<file path="config.mk">
export PLATFORM = sky130hd
export DESIGN_NAME = transmit
export DESIGN_NICKNAME = d
export VERILOG_FILES = /design/src/rtl/spart_pkg.sv /design/src/rtl/transmit.sv
export SDC_FILE = /design/constraint.sdc
export NUM_CORES = 1
export LEC_CHECK = 0
export ABC_AREA = 1
export CAP_MARGIN = 0
export CORE_MARGIN = 5
export CORE_UTILIZATION = 50
export CTS_CLUSTER_DIAMETER = 30
export DETAILED_ROUTE_END_ITERATION = 16
export PLACE_DENSITY_LB_ADDON = 0.2
export SLEW_MARGIN = 20
export SYNTH_ARGS = -nofsm -noshare
export SYNTH_HDL_FRONTEND = slang
export SYNTH_SLANG_ARGS = --single-unit
</file>
<file path="constraint.sdc">
create_clock -name clk -period 3.42 [get_ports clk]
set_input_delay 0.342 -clock clk [delete_from_list [all_inputs] [get_ports clk]]
set_output_delay 0.342 -clock clk [all_outputs]
set_load 0.1 [all_outputs]
</file>
<file path="src/rtl/spart_pkg.sv">
// Shared definitions for the SPART serial path (transmit and recieve).
package spart_pkg;

    // Transmitter frame states
    typedef enum logic [1:0] {
        IDLE  = 2'd0,
        START = 2'd1,
        DATA  = 2'd2,
        STOP  = 2'd3
    } tx_state_t;

    // Oversample pulses per bit and data bits per frame
    localparam int SPART_OSR    = 16;
    localparam int SPART_DATA_W = 8;

    // Processor bus direction encodings
    localparam logic IORW_WRITE = 1'b0;
    localparam logic IORW_READ  = 1'b1;

endpackage

</file>
<file path="src/rtl/transmit.sv">
// SPART transmitter: single-entry holding buffer feeding a start/8-data/stop
// serialiser, MSB first, each bit lasting OSR pulses of the shared b_en.
module transmit
    import spart_pkg::*;
#(
    parameter int DATA_W = SPART_DATA_W,
    parameter int OSR    = SPART_OSR
) (
    input  logic              clk,
    input  logic              rst,
    input  logic              b_en,
    input  logic              i_iocs,
    input  logic              i_iorw,
    input  logic [DATA_W-1:0] i_data,
    output logic              o_tx,
    output logic              o_tbr,
    output logic              o_busy
);

    localparam int OS_W  = $clog2(OSR);
    localparam int BIT_W = $clog2(DATA_W);
    localparam logic [OS_W-1:0]  OS_LAST  = OS_W'(OSR - 1);
    localparam logic [BIT_W-1:0] BIT_LAST = BIT_W'(DATA_W - 1);

    tx_state_t         state;
    tx_state_t         nxt_state;
    logic [DATA_W-1:0] hold;
    logic              hold_vld;
    logic [DATA_W-1:0] shft;
    logic [DATA_W-1:0] nxt_shft;
    logic [OS_W-1:0]   os_cnt;
    logic [OS_W-1:0]   nxt_os_cnt;
    logic [BIT_W-1:0]  bit_cnt;
    logic [BIT_W-1:0]  nxt_bit_cnt;
    logic              tx_q;
    logic              nxt_tx;
    logic              busy_q;
    logic              load;
    logic              accept;
    logic              bit_end;

    // A write only lands when the holding buffer is empty; reads never do anything
    assign accept  = i_iocs && (i_iorw == IORW_WRITE) && !hold_vld;
    assign bit_end = b_en && (os_cnt == OS_LAST);

    assign o_tx   = tx_q;
    assign o_busy = busy_q;
    assign o_tbr  = !hold_vld;

    // Next-state, counter and shifter logic; line value is derived from the next state
    always_comb begin
        nxt_state   = state;
        nxt_shft    = shft;
        nxt_os_cnt  = os_cnt;
        nxt_bit_cnt = bit_cnt;
        load        = 1'b0;
        nxt_tx      = 1'b1;

        case (state)
            IDLE: begin
                if (hold_vld) begin
                    load        = 1'b1;
                    nxt_shft    = hold;
                    nxt_os_cnt  = '0;
                    nxt_bit_cnt = '0;
                    nxt_state   = START;
                end
            end
            START: begin
                if (b_en) begin
                    nxt_os_cnt = bit_end ? '0 : os_cnt + OS_W'(1);
                end
                if (bit_end) begin
                    nxt_state = DATA;
                end
            end
            DATA: begin
                if (b_en) begin
                    nxt_os_cnt = bit_end ? '0 : os_cnt + OS_W'(1);
                end
                if (bit_end) begin
                    nxt_shft    = {shft[DATA_W-2:0], 1'b0};
                    nxt_bit_cnt = bit_cnt + BIT_W'(1);
                    if (bit_cnt == BIT_LAST) begin
                        nxt_state = STOP;
                    end
                end
            end
            STOP: begin
                if (b_en) begin
                    nxt_os_cnt = bit_end ? '0 : os_cnt + OS_W'(1);
                end
                if (bit_end) begin
                    if (hold_vld) begin
                        load        = 1'b1;
                        nxt_shft    = hold;
                        nxt_os_cnt  = '0;
                        nxt_bit_cnt = '0;
                        nxt_state   = START;
                    end else begin
                        nxt_state = IDLE;
                    end
                end
            end
            default: begin
                nxt_state = IDLE;
            end
        endcase

        case (nxt_state)
            START:   nxt_tx = 1'b0;
            DATA:    nxt_tx = nxt_shft[DATA_W-1];
            default: nxt_tx = 1'b1;
        endcase
    end

    // Frame state, shifter, counters and registered line/busy outputs
    always_ff @(posedge clk or negedge rst) begin
        if (!rst) begin
            state   <= IDLE;
            shft    <= '0;
            os_cnt  <= '0;
            bit_cnt <= '0;
            tx_q    <= 1'b1;
            busy_q  <= 1'b0;
        end else begin
            state   <= nxt_state;
            shft    <= nxt_shft;
            os_cnt  <= nxt_os_cnt;
            bit_cnt <= nxt_bit_cnt;
            tx_q    <= nxt_tx;
            busy_q  <= (nxt_state != IDLE);
        end
    end

    // Holding buffer: a load into the shifter empties it, an accepted write fills it
    always_ff @(posedge clk or negedge rst) begin
        if (!rst) begin
            hold     <= '0;
            hold_vld <= 1'b0;
        end else begin
            if (accept) begin
                hold <= i_data;
            end
            if (load) begin
                hold_vld <= 1'b0;
            end else if (accept) begin
                hold_vld <= 1'b1;
            end
        end
    end

endmodule

</file>
==> impl_metrics.csv <==
group,metric,value,unit
status,status,"completed",
synthesis,synthTopCellsByArea,"dfrtp_1, nand2_1, a21oi_1",
routing,wl_per_cell,12.93,um
synthesis,synth.top_cell.area_share,44.26,%
clocking,clock_latency,0.33,ns
placed_design,globalplace.congestion,0.8799,
cells_and_area,nets,218,
floorplan,fp.dieW,65.26,um
critical_path,worstPathRequired,3.08,ns
synthesis,yosys_warnings,0,
global_route,grt_pass1_vias,1234,
timing,fin_crit_sh,68.33,%
critical_path,cp_num_buf_inv,1,
timing,grt_setup_unrepaired,"false",
synthesis,yosys.area_share.simple,19.84,%
cells_and_area,antennaDiodeCount,0,
clocking,cts_sinks,28,
routing,wl,2960,um
clocking,cts_tree,"built",
floorplan,fp.coreArea,2978,um^2
hold_path,min_path_type,"in -> async",
pwr,p_int,0.7789,mW
synthesis,synth_seq_cells,28,
placed_design,dp_cells,225,
critical_path,startpoint_type,"flop",
pwr,switching_power,0.7192,mW
placed_design,dp.final_hpwl,2196,um
synthesis,synth-async-reset-ratio,100.0,%
synthesis,synth-xor-area-share,1.721,%
synthesis,syn_area,1526,um^2
critical_path,worstPathArrival,2.00,ns
synthesis,synth_top_area_cell,"dfrtp_1",
pwr,leakage,0.8428,nW
synthesis,netlist_instances,180,
floorplan,die_h,65.26,um
synthesis,synth_mux_area_share,3.689,%
critical_path,worstPathCellList,"clkdlybuf4s50_1",
timing,slew_headroom,35.13,%
clocking,clk_pin_slew,0.14,ns
synthesis,synth_top_family_by_area,"simple AND/OR/NAND/NOR gates",
routing,routed.top_layer,"met4",
synthesis,synth.avg_cell_area,8.480,um^2
floorplan,pin_count,16,
critical_path,cp-end-kind,"primary output",
clocking,clock_path_buffers,2,
cells_and_area,drive_gt1_share,10.20,%
synthesis,yosys-top-cells-count,"nand2_1, dfrtp_1, inv_1",
timing,finalSetupTns,0,ns
critical_path,timing.critical_path.max_delay_family,"buffers and inverters",
routing,detail-route-antenna-nets,0,
synthesis,syn_nets,201,
global_route,grtUsageTotal,15.47,%
flow_run,drv_cap,0,
critical_path,slowest_stage,"clkdlybuf4s50_1",
cells_and_area,fin_cells,229,
routing,drtIter0Drc,51,
routing,met2WireLength,1514,um
clocking,cts_hold_buffers,0,
synthesis,synth_edf_count,0,
critical_path,critPathKind,"reg -> out",
clocking,post_cts_buffers,0,
global_route,antenna_found_initial,0,
floorplan,dieArea,4258,um^2
routing,vias_per_cell,5.380,
pwr,seq_power_share,36.0,%
synthesis,yosysUniqueCellTypes,26,
clocking,cts_root_buffer,"clkbuf_4",
pwr,p_sw_share,48.01,%
clocking,htreeDepth,1,
floorplan,initial_core_util,51.26,%
synthesis,synth_fa_ha_area_share,6.557,%
clocking,cts_resized,0,
timing,max_freq,0.4279,GHz
clocking,numCtsBuffers,3,
routing,vias,1232,
timing,worst-slew-pin-transition,0.9700,ns
timing,final_hold_viol_count,0,
pwr,power_density,863.8,nW/um^2
critical_path,cp_max_fo,1,
floorplan,rows,20,
cells_and_area,area_delta_synth_final,13.61,%
timing,setup_viol,0,
timing,fin_skew,0.003562,ns
synthesis,seq_area_frac_synth,45.98,%
routing,met3_length,103,um
cells_and_area,fill_cells,268,
routing,drt-met1-wl,1309,um
pwr,pwr-share-clk,10.7,%
timing,final.min_clock_period,2.337,ns
timing,finalMaxSlewViolations,0,
placed_design,portBuffers,15,
global_route,grt_pass1_wl,5292,um
routing,drc,0,
synthesis,synth_flop_cell,"dfrtp_1",
global_route,grt_max_degree,29,
pwr,combPwrFrac,53.2,%
pwr,ir_worst_vdd,0.0003893,V
synthesis,yosysMostFrequentCell,"nand2_1",
synthesis,synth-compound-area-share,14.43,%
global_route,grt_overflow_total,0,
routing,drt_pass1_iterations,4,
critical_path,max_stage_delay,1.12,ns
pwr,power.total,1.498,mW
worst paths after layout:
kind                            startpoint         end  slack (ns)  cells after the start
min in group clk                   hold[4]     hold[4]        0.53                      2
max in group asynchronous              rst        o_tx        2.75                      2
worst max-delay path                  o_tx        o_tx        1.08                      1
worst min register to register     hold[4]     hold[4]        0.53                      2
worst max register to register    state[0]  bit_cnt[0]        1.46                      8
worst min-delay path                   rst     shft[6]        0.36                      2
through the flow:
stage | utilization (%) | cell area (um^2) | hold WS [ns] | setup slack (ns)
CTS | 58.24 | 1734 | 0.3688 | 1.063
global route | 58.24 | 1734 | 0.4101 | 1.040
floorplan | - | 1526 | 0.04641 | 1.789
finish | 58.24 | 1734 | 0.3638 | 1.083
global placement | 57.02 | 1698 | 0.4917 | 1.397
detailed placement | 57.02 | 1698 | 0.5047 | 1.312
layout by cell type, fill, tap and decap left out, types with 5 or more instances in the layout:
cell / count
a21oi_1: 20
clkdlybuf4s50_1: 14
dfrtp_1: 27
ha_1: 8
inv_1: 23
mux2_2: 5
nand2_1: 29
nand3_1: 7
nor2_1: 20
nor3_1: 7
o21ai_0: 5
o22ai_1: 6
state kept, by name (all words and copies together), names as in the netlist:
| name | count |
|---|---|
| bit_cnt | 3 |
| hold | 8 |
| state | 2 |
| shft | 8 |
| o_busy | 1 |
| o_tx | 1 |
| hold_vld | 1 |
| os_cnt | 4 |
cell families (layout without fill, tap and decap cells):
kind of cell / count (synthesis) / in the layout
AOI/OAI and AO/OA: 37 / 37
xor gates and xnor gates: 3 / 3
adders and majority gates: 8 / 8
buffers and inverters: 29 / 45
DFF: 28 / 28
muxes: 5 / 5
and+or+nand+nor: 70 / 70
area by class of cell:
type / instances / area (um^2) / share of cell area [%]
Tap cell: 33 / 41.29 / 2.381
Inverter: 25 / 93.84 / 5.411
Sequential cell: 28 / 701.9 / 40.48
Timing Repair Buffer: 16 / 155.1 / 8.947
Multi-Input combinational cell: 123 / 705.7 / 40.69
Clock buffer: 4 / 36.28 / 2.092
power by group through the flow:
stage,clock [mW],combinational [mW],sequential (mW)
2_1_floorplan,0,0.558,0.605
3_3_place_gp,0,0.772,0.543
3_5_place_dp,0,0.795,0.549
4_1_cts,0.168,0.800,0.541
5_1_grt,0.181,0.894,0.559
6_report,0.161,0.797,0.540
routing by layer:
layer / GRT usage, % / vias to the layer above
met2: 27.18 / 24
li1: - / 620
met5: 0 / -
met4: 3.886 / 0
met1: 19.47 / 584
met3: 2.906 / 4
Note: power is estimated with default switching activity, not from simulation.
